File: src/rtl/countdown_min_sec.sv
`default_nettype none
// +----------------------------------------------------------------------------+
// | Module      : countdown_min_sec                                            |
// | Description : Four-digit MM:SS BCD countdown timer. Loads a clamped preset,|
// |               decrements once per TICK with a borrow chain SU->ST->MU->MT, |
// |               pulses DONE on reaching 00:00 and drives four 7-segment      |
// |               displays directly.                                           |
// | Option      : COUNTDOWN_BLINK_ON_EXPIRE_EN - blank all displays on every   |
// |               other TICK while expired.                                    |
// | Revision    : 1.0  initial release                                         |
// +----------------------------------------------------------------------------+
module countdown_min_sec #(
  parameter int SEC_TENS_MAX   = 5,
  parameter int MIN_TENS_MAX   = 5,
  parameter int SEG_ACTIVE_LOW = 1
) (
  input  logic       CLK,
  input  logic       RST_N,
  input  logic       TICK,
  input  logic       LOAD,
  input  logic [3:0] LOAD_MT,
  input  logic [3:0] LOAD_MU,
  input  logic [3:0] LOAD_ST,
  input  logic [3:0] LOAD_SU,
  input  logic       START,
  input  logic       PAUSE,
  output logic       RUNNING,
  output logic       DONE,
  output logic [3:0] MT,
  output logic [3:0] MU,
  output logic [3:0] ST,
  output logic [3:0] SU,
  output logic [6:0] SEG_MT,
  output logic [6:0] SEG_MU,
  output logic [6:0] SEG_ST,
  output logic [6:0] SEG_SU
);

  // FSM state encoding
  localparam logic [1:0] c_IDLE    = 2'd0;
  localparam logic [1:0] c_RUN     = 2'd1;
  localparam logic [1:0] c_PAUSED  = 2'd2;
  localparam logic [1:0] c_EXPIRED = 2'd3;

  // Digit limits
  localparam logic [3:0] c_NINE       = 4'd9;
  localparam logic [3:0] c_ST_MAX     = 4'(SEC_TENS_MAX);
  localparam logic [3:0] c_MT_MAX     = 4'(MIN_TENS_MAX);
  localparam logic [6:0] c_SEG_INVERT = (SEG_ACTIVE_LOW != 0) ? 7'h7F : 7'h00;

  logic [1:0] r_state;
  logic       r_running;
  logic       r_done;
  logic [3:0] r_mt;
  logic [3:0] r_mu;
  logic [3:0] r_st;
  logic [3:0] r_su;

  logic [1:0] w_state_nxt;
  logic       w_do_dec;
  logic       w_expire;
  logic       w_count_zero;
  logic       w_count_one;
  logic       w_blank;

  logic [3:0] w_load_mt;
  logic [3:0] w_load_mu;
  logic [3:0] w_load_st;
  logic [3:0] w_load_su;

  logic       w_borrow_su;
  logic       w_borrow_st;
  logic       w_borrow_mu;
  logic [3:0] w_dec_mt;
  logic [3:0] w_dec_mu;
  logic [3:0] w_dec_st;
  logic [3:0] w_dec_su;

  // Preset clamping: units to 9, tens to their configured limits
  always_comb begin
    w_load_mt = (LOAD_MT > c_MT_MAX) ? c_MT_MAX : LOAD_MT;
    w_load_mu = (LOAD_MU > c_NINE)   ? c_NINE   : LOAD_MU;
    w_load_st = (LOAD_ST > c_ST_MAX) ? c_ST_MAX : LOAD_ST;
    w_load_su = (LOAD_SU > c_NINE)   ? c_NINE   : LOAD_SU;
  end

  assign w_count_zero = ({r_mt, r_mu, r_st, r_su} == 16'h0000);
  assign w_count_one  = ({r_mt, r_mu, r_st, r_su} == 16'h0001);

  // One-second BCD decrement; every digit resolves in the same edge
  always_comb begin
    w_borrow_su = (r_su == 4'd0);
    w_dec_su    = w_borrow_su ? c_NINE : (r_su - 4'd1);

    w_borrow_st = w_borrow_su && (r_st == 4'd0);
    if (w_borrow_su) begin
      w_dec_st = (r_st == 4'd0) ? c_ST_MAX : (r_st - 4'd1);
    end else begin
      w_dec_st = r_st;
    end

    w_borrow_mu = w_borrow_st && (r_mu == 4'd0);
    if (w_borrow_st) begin
      w_dec_mu = (r_mu == 4'd0) ? c_NINE : (r_mu - 4'd1);
    end else begin
      w_dec_mu = r_mu;
    end

    // The count expires at 00:00, so the minutes-tens digit never underflows
    w_dec_mt = w_borrow_mu ? (r_mt - 4'd1) : r_mt;
  end

  // Next-state logic with priority LOAD > PAUSE > START > TICK
  always_comb begin
    w_state_nxt = r_state;
    w_do_dec    = 1'b0;
    w_expire    = 1'b0;
    if (LOAD) begin
      w_state_nxt = c_IDLE;
    end else begin
      case (r_state)
        c_IDLE: begin
          // A zero count has nothing to count down, so START is ignored
          if (!PAUSE && START && !w_count_zero) begin
            w_state_nxt = c_RUN;
          end
        end
        c_RUN: begin
          // START has no effect while running, so a coincident TICK still counts
          if (PAUSE) begin
            w_state_nxt = c_PAUSED;
          end else if (TICK) begin
            w_do_dec = 1'b1;
            if (w_count_one) begin
              w_state_nxt = c_EXPIRED;
              w_expire    = 1'b1;
            end
          end
        end
        c_PAUSED: begin
          // Resuming consumes any coincident TICK
          if (!PAUSE && START) begin
            w_state_nxt = c_RUN;
          end
        end
        default: begin
          w_state_nxt = c_EXPIRED;
        end
      endcase
    end
  end

  // State, status flags and digit registers
  always_ff @(posedge CLK) begin
    if (!RST_N) begin
      r_state   <= c_IDLE;
      r_running <= 1'b0;
      r_done    <= 1'b0;
      r_mt      <= 4'd0;
      r_mu      <= 4'd0;
      r_st      <= 4'd0;
      r_su      <= 4'd0;
    end else begin
      r_state   <= w_state_nxt;
      r_running <= (w_state_nxt == c_RUN);
      r_done    <= w_expire;
      if (LOAD) begin
        r_mt <= w_load_mt;
        r_mu <= w_load_mu;
        r_st <= w_load_st;
        r_su <= w_load_su;
      end else if (w_do_dec) begin
        r_mt <= w_dec_mt;
        r_mu <= w_dec_mu;
        r_st <= w_dec_st;
        r_su <= w_dec_su;
      end
    end
  end

`ifdef COUNTDOWN_BLINK_ON_EXPIRE_EN
  logic r_blink;

  // Blink flag toggles per TICK while expired; cleared on entry and on LOAD
  always_ff @(posedge CLK) begin
    if (!RST_N) begin
      r_blink <= 1'b0;
    end else if (LOAD || w_expire) begin
      r_blink <= 1'b0;
    end else if ((r_state == c_EXPIRED) && TICK) begin
      r_blink <= ~r_blink;
    end
  end

  assign w_blank = r_blink;
`else
  assign w_blank = 1'b0;
`endif

  // Active-high segment pattern {g,f,e,d,c,b,a}; codes above 9 are blanked
  function automatic logic [6:0] f_seg(input logic [3:0] digit, input logic blank);
    logic [6:0] pat;
    case (digit)
      4'd0:    pat = 7'h3F;
      4'd1:    pat = 7'h06;
      4'd2:    pat = 7'h5B;
      4'd3:    pat = 7'h4F;
      4'd4:    pat = 7'h66;
      4'd5:    pat = 7'h6D;
      4'd6:    pat = 7'h7D;
      4'd7:    pat = 7'h07;
      4'd8:    pat = 7'h7F;
      4'd9:    pat = 7'h6F;
      default: pat = 7'h00;
    endcase
    if (blank) begin
      pat = 7'h00;
    end
    return pat;
  endfunction

  assign SEG_MT = f_seg(r_mt, w_blank) ^ c_SEG_INVERT;
  assign SEG_MU = f_seg(r_mu, w_blank) ^ c_SEG_INVERT;
  assign SEG_ST = f_seg(r_st, w_blank) ^ c_SEG_INVERT;
  assign SEG_SU = f_seg(r_su, w_blank) ^ c_SEG_INVERT;

  assign MT      = r_mt;
  assign MU      = r_mu;
  assign ST      = r_st;
  assign SU      = r_su;
  assign RUNNING = r_running;
  assign DONE    = r_done;

endmodule
`default_nettype wire

File: config.mk
export PLATFORM = sky130hd
export DESIGN_NAME = countdown_min_sec
export DESIGN_NICKNAME = d
export VERILOG_FILES = /design/src/rtl/countdown_min_sec.sv
export SDC_FILE = /design/constraint.sdc
export NUM_CORES = 1
export LEC_CHECK = 0
export ABC_AREA = 1
export CAP_MARGIN = 15
export CORE_ASPECT_RATIO = 1.5
export CORE_MARGIN = 1.5
export CORE_UTILIZATION = 51
export DETAILED_ROUTE_END_ITERATION = 16
export PLACE_DENSITY = 0.91
export SKIP_LAST_GASP = 1
export SLEW_MARGIN = 10
export SYNTH_ARGS = -nofsm -noshare
export SYNTH_HDL_FRONTEND = slang
export SYNTH_SLANG_ARGS = --single-unit
File: constraint.sdc
create_clock -name CLK -period 2.55 [get_ports CLK]
set_input_delay 0.51 -clock CLK [delete_from_list [all_inputs] [get_ports CLK]]
set_output_delay 0.51 -clock CLK [all_outputs]
set_load 0.005 [all_outputs]
# Yosys cells after proc, flatten, opt, wreduce, memory -nomap -nowiden
# Memory sizes are Yosys's and may differ from the RTL's. A register that Yosys moved wholly into a read port is not among the register bits.
# Index checks and enable logic that the tools add are counted.
dict set report totals {
  word_cells 87
  n_memories 4
  ff_bits 20
  out_inout_bits 46
  rom_bits 448
  inputBits 22
}
dict set report op_classes {
  n_bitwise 7
  n_reduce_logical 19
  mux 38
  eq_ne 4
  n_addsub 4
  magnitude_cmp 4
}
# memory depth word_bits read_ports rd_ports_with_merged_regs wr line
set mem_list {}
lappend mem_list {{(no name shown)} 16 7 1 1 0 203} ;# case (digit)
lappend mem_list {{(no name shown)} 16 7 1 1 0 203}
lappend mem_list {{(no name shown)} 16 7 1 1 0 203}
lappend mem_list {{(no name shown)} 16 7 1 1 0 203}
# op count
set ops {}
lappend ops {{2-to-1 mux 4 bit} 26}
lappend ops {{NOT 7 bit} 4}
lappend ops {{equality test 16 x 1 -> 1 bit (second input constant)} 1}
lappend ops {{zero test 16 bit} 1}
lappend ops {{subtractor 4 x 1 -> 4 bit (second input constant)} 4}
lappend ops {{zero test 4 bit} 3}
lappend ops {{2-to-1 mux 2 bit} 6}
lappend ops {{> comparator 4 x 3 -> 1 bit (second input constant)} 2}
lappend ops {{> comparator 4 bit (second input constant)} 2}
lappend ops {{nonzero test 2 bit} 4}
lappend ops {{one-hot mux 2 bit (3 select lines)} 1}
lappend ops {{AND reduction 2 bit} 3}
lappend ops {{2-to-1 mux 1 bit} 5}
lappend ops {{OR reduction 5 bit} 1}
lappend ops {{equality test 2 x 1 -> 1 bit (second input constant)} 2}
lappend ops {{logical AND 1 bit} 4}
lappend ops {{NOT 1 bit} 3}
lappend ops {{equality test 2 bit (second input constant)} 1}
lappend ops {{zero test 1 bit} 2}
lappend ops {{zero test 2 bit} 1}

# Logic depth before layout (Yosys ltp)
dict set report depth {
  ltp_word 8
  mapped_depth 16
  mapped_depth_nobuf 16
}

# Worst setup path before layout
# OpenSTA, ideal clock, no wires.
dict set report synth_path {
  kind {input port to flip-flop}
  startpoint {input TICK}
  endpoint {register with a tool-made name}
  required_time_ns 2.435
  path_slack_ns 0.477
  arrival_time_ns 1.958
  cell_stages 14
  setup_time_ns 0.115
  cell_sequence {inv_1 -> nor2_1 -> nand2_2 -> nand2_4 -> buf_6 -> nand3_4 -> nand2_1 -> nand2_1 -> nor2_2 -> inv_2 -> ha_1 -> nand3b_1 -> nand2_1 -> nand2_1}
}
# element line
set synth_rtl {}
lappend synth_rtl {{start, declared} 19} ;# input logic TICK,

==> flow_summary.html <==
<table>
<tr><th>Metric</th><th>Value</th></tr>
<tr><th colspan="2">Status</th></tr>
<tr><td>Status</td><td>completed</td></tr>
<tr><th colspan="2">Clock tree</th></tr>
<tr><td>Library cell used as clock root buffer</td><td>clkbuf_8</td></tr>
<tr><td>Clock buffer depth</td><td>2</td></tr>
<tr><td>Clock tree from TritonCTS</td><td>yes</td></tr>
<tr><td>Clock Sink Count</td><td>48</td></tr>
<tr><td>Clk_lat worst skew</td><td>about 0.31 ns</td></tr>
<tr><td>Clock-pin slew on the worst setup and hold paths</td><td>~0.090 ns</td></tr>
<tr><td>Number of buffers added for setup after CTS</td><td>0</td></tr>
<tr><td># hold bufs at CTS</td><td>0</td></tr>
<tr><td>Number of buffers added by the clock tree synthesis step</td><td>5</td></tr>
<tr><td>Count of H-tree levels built during CTS</td><td>2</td></tr>
<tr><th colspan="2">Routing</th></tr>
<tr><td>DR vias</td><td>~2900</td></tr>
<tr><td>Vias per std cell</td><td>approximately 5</td></tr>
<tr><td>Number of remaining DRC errors</td><td>0</td></tr>
<tr><td>Wirelength per Cell</td><td>11.4 microns</td></tr>
<tr><td>Count of routing violations after the opening detailed-route iteration</td><td>between 70 and 80</td></tr>
<tr><td>Total detailed-routing wirelength</td><td>slightly below 7000 microns</td></tr>
<tr><td>Number of iterations in the first detailed-routing pass</td><td>4</td></tr>
<tr><td>Remaining antenna violation count</td><td>0</td></tr>
<tr><th colspan="2">Synth</th></tr>
<tr><td>Avg Cell Area, Syn</td><td>about 7.0 sq um</td></tr>
<tr><td>Cell type contributing the most total cell area after synthesis</td><td>dfxtp_1</td></tr>
<tr><td>Share of the yosys chip area belonging to registers</td><td>a little under a third</td></tr>
<tr><td>#FFs+latches synth</td><td>48</td></tr>
<tr><td>Post-synthesis cell area</td><td>0.00308 sq mm</td></tr>
<tr><td>Post-Syn Instances</td><td>~440</td></tr>
<tr><td>Share of the synthesized area in the top cell type</td><td>31.2%</td></tr>
<tr><td>Top cells by area in the synthesized netlist</td><td>dfxtp_1, nand2_1, ha_1, inv_1, o21ai_0</td></tr>
<tr><td>Synth unique cells</td><td>36</td></tr>
<tr><td>Warning count from the yosys run</td><td>0</td></tr>
<tr><td>Synth Net Count</td><td>~500</td></tr>
<tr><th colspan="2">Cells and area</th></tr>
<tr><td>Area of all placed cells without fillers</td><td>~0.004 sq mm</td></tr>
<tr><td>Combined area of the multi-input logic cells</td><td>around 0.0017 sq mm</td></tr>
<tr><td>Area growth from synthesis to layout</td><td>29.6%</td></tr>
<tr><td>Filler cells</td><td>487</td></tr>
<tr><td>Proportion of layout cells with a drive suffix above 1</td><td>~11%</td></tr>
<tr><td>Area taken by flip-flops and latches</td><td>just under 0.001 sq mm</td></tr>
<tr><td>Net count of the finished layout</td><td>between 500 and 600</td></tr>
<tr><td>Number of antenna diodes</td><td>0</td></tr>
<tr><th colspan="2">Placed design</th></tr>
<tr><td>Post-place instance area</td><td>between 0.003 and 0.004 sq mm</td></tr>
<tr><td>DPL Wire Length</td><td>roughly 5400 microns</td></tr>
<tr><td>Count of port buffers added during placement</td><td>between 60 and 70</td></tr>
<tr><td>RD Place Congestion</td><td>0.869</td></tr>
<tr><td>Worst-case setup slack after placement</td><td>-0.0675 ns</td></tr>
<tr><th colspan="2">Floorplanning</th></tr>
<tr><td>Cell Rows</td><td>34</td></tr>
<tr><td>Starting density of the core</td><td>roughly 53%</td></tr>
<tr><td>Die height</td><td>~100 microns</td></tr>
<tr><td>Area enclosed by the die boundary</td><td>between 0.006 and 0.007 sq mm</td></tr>
<tr><td>Die Wd</td><td>about 66 microns</td></tr>
<tr><td>IO Count</td><td>68</td></tr>
<tr><td>Area of the core</td><td>between 0.005 and 0.006 sq mm</td></tr>
<tr><th colspan="2">Global route</th></tr>
<tr><td>Antenna violations before repair</td><td>0</td></tr>
<tr><td>Global-route wire length before repair</td><td>between 10000 and 15000 microns</td></tr>
<tr><td>Vias in the first global route</td><td>just under 3000</td></tr>
<tr><td>GRT Residual Overflow</td><td>0</td></tr>
<tr><td>Global router's overall resource usage</td><td>about 22%</td></tr>
<tr><td>Pin count of the biggest net entering global routing</td><td>27</td></tr>
<tr><th colspan="2">Timing</th></tr>
<tr><td>Post-route setup TNS</td><td>0 ns</td></tr>
<tr><td>Hold Vio Cnt, Final</td><td>0</td></tr>
<tr><td>Transition time at the pin with the least slew margin</td><td>~0.29 ns</td></tr>
<tr><td>Setup repair after global routing missed its margin</td><td>false</td></tr>
<tr><td>Portion of the clock cycle consumed by the worst path in the final layout</td><td>about nine tenths</td></tr>
<tr><td>Setup-failing EPs final</td><td>0</td></tr>
<tr><td>Final max-slew violation count</td><td>0</td></tr>
<tr><td>Timing-limited maximum frequency</td><td>roughly 0.44 GHz</td></tr>
<tr><td>Worst-case clock skew</td><td>roughly 0.011 ns</td></tr>
<tr><td>Relative slew margins</td><td>80.9%</td></tr>
<tr><td>Final Worst Setup Slack</td><td>~0.28 ns</td></tr>
<tr><td>Clock period minus worst slack</td><td>2.27 ns</td></tr>
<tr><th colspan="2">Power and ir drop</th></tr>
<tr><td>Power per cell area</td><td>roughly 580 mW/mm^2</td></tr>
<tr><td>Leak</td><td>between 0.002 and 0.0025 uW</td></tr>
<tr><td>Peak supply drop</td><td>between 300 and 400 uV</td></tr>
<tr><th colspan="2">Worst setup path</th></tr>
<tr><td>Arrival time worst endpoint</td><td>2.51 ns</td></tr>
<tr><td>Critical path peak fanout</td><td>6</td></tr>
<tr><td>Kind of end point of the critical path</td><td>flip-flop</td></tr>
<tr><td>Startpoint type of the worst setup path</td><td>primary input</td></tr>
<tr><td>Worst EP required</td><td>2.79 ns</td></tr>
<tr><td>R2R cell count</td><td>14</td></tr>
<tr><td>Type of the worst setup path</td><td>in -&gt; reg</td></tr>
<tr><th colspan="2">Worst hold path</th></tr>
<tr><td>Worst hold path depth</td><td>2</td></tr>
<tr><td>Hold WC Path Type</td><td>reg -&gt; reg</td></tr>
<tr><th colspan="2">Run</th></tr>
<tr><td>Reported max-cap violation count</td><td>0</td></tr>
</table>
-- synthesized netlist by cell type, drive strengths merged --
cell and instances:
a21o 1, o211ai 1, nand3 26, nor4 1, nand2 149, dfxtp 48
xnor2 2, xor2 3, o22ai 1, clkinv 1, or2 3, buf 6
a21oi 5, o21ai 26, nor3 6, nand4 6, ha 32, nor2 30
clkbuf 1, inv 90, o2bb2ai 1, nand3b 4
-- cell type report --
cell class / instances / share of cell area [%]
multi-input combinational: 297 / 43.0
sequential: 48 / 24.0
timing repair buffer: 81 / 19.7
inverter: 91 / 8.70
clock buffer: 8 / 2.25
tap: 72 / 2.25
-- worst max-delay path, cell delays in order --
cell and delay, ns:
clkdlybuf4s50_1 0.45, inv_1 0.04, nor2_1 0.13, nand2_2 0.11, nand2_4 0.13, nand3_4 0.11
nand2_1 0.08, nand2_1 0.07, nor2_2 0.15, inv_2 0.08, ha_1 0.28, nand3b_1 0.17
nand2_1 0.08, nand2_1 0.05, nand2_1 0.07
-- timing repair --
action,in CTS,in global routing
endpoints found under the hold margin,0,0
gates resized for setup,0,1
setup endpoints to repair,0,1
-- routing by layer --
metal,GRT usage (%),part of all wire (%),up-vias
li1,-,-,1498
met1,21.8,39,1329
met5,0,0,-
met2,42.0,55,73
met3,3.00,3.2,18
met4,12.9,3.1,0
-- report_power, final --
part           total [uW]  switching [uW]  internal [uW]
clock                 467             246            222
sequential            923            50.1            873
combinational         908             460            448
-- stage by stage --
| step | utilization [%] | power (uW) | hold slack, ns | instances |
|---|---|---|---|---|
| floorplan | - | 1440 | 0.479 | 443 |
| finish | 68.6 | 2300 | 0.531 | 597 |
| global route | 68.6 | 2460 | 0.539 | 597 |
| CTS | 68.5 | 2300 | 0.524 | 597 |
| detailed placement | 67.0 | 1850 | 0.511 | 589 |
| global placement | 67.0 | 1810 | 0.491 | 589 |
-- cells in the final DEF (no fill, tap or decap) --
| cell | Yosys | layout |
|---|---|---|
| a21o_1 | 1 | 1 |
| a21oi_1 | 5 | 5 |
| buf_12 | 0 | 1 |
| buf_4 | 0 | 13 |
| clkbuf_1 | 1 | 2 |
| clkbuf_8 | 0 | 6 |
| clkdlybuf4s50_1 | 0 | 67 |
| clkinv_2 | 1 | 1 |
| dfxtp_1 | 48 | 48 |
| ha_1 | 32 | 32 |
| inv_1 | 85 | 85 |
| inv_2 | 4 | 4 |
| inv_6 | 1 | 1 |
| nand2_1 | 136 | 136 |
| nand2_2 | 8 | 8 |
| nand2_4 | 5 | 5 |
| nand3_1 | 19 | 19 |
| nand3_2 | 5 | 5 |
| nand3_4 | 2 | 2 |
| nand3b_1 | 4 | 4 |
| nand4_1 | 5 | 5 |
| nand4_4 | 1 | 1 |
| nor2_1 | 27 | 26 |
| nor2_2 | 3 | 4 |
| nor3_1 | 4 | 4 |
| nor3_2 | 1 | 1 |
| nor3_4 | 1 | 1 |
| nor4_1 | 1 | 1 |
| o211ai_2 | 1 | 1 |
| o21ai_0 | 21 | 21 |
| o21ai_1 | 2 | 2 |
| o21ai_2 | 3 | 3 |
| o22ai_1 | 1 | 1 |
| o2bb2ai_1 | 1 | 1 |
| or2_1 | 1 | 1 |
| or2_2 | 2 | 2 |
| xnor2_1 | 2 | 2 |
| xor2_1 | 3 | 3 |
-- kinds of logic (layout without fill, tap and decap cells) --
kind of cell	count (synthesis)	after routing	synth area share [%]
adders and majority gates	32	32	13.0
buffers and inverters	98	180	13.2
xor gates and xnor gates	5	5	1.42
AOI/OAI and AO/OA	35	35	6.53
DFF	48	48	31.2
and+or+nand+nor	225	225	34.7
-- final timing paths --
check	slack (ns)	endpoint	from
setup reg to reg	0.32	flip-flop	MU[0]
setup / recovery	0.28	flip-flop	TICK
hold / removal	0.53	r_state[1]	r_state[0]
hold reg to reg	0.53	r_state[1]	r_state[0]
Power figures use the tool's default switching activity.
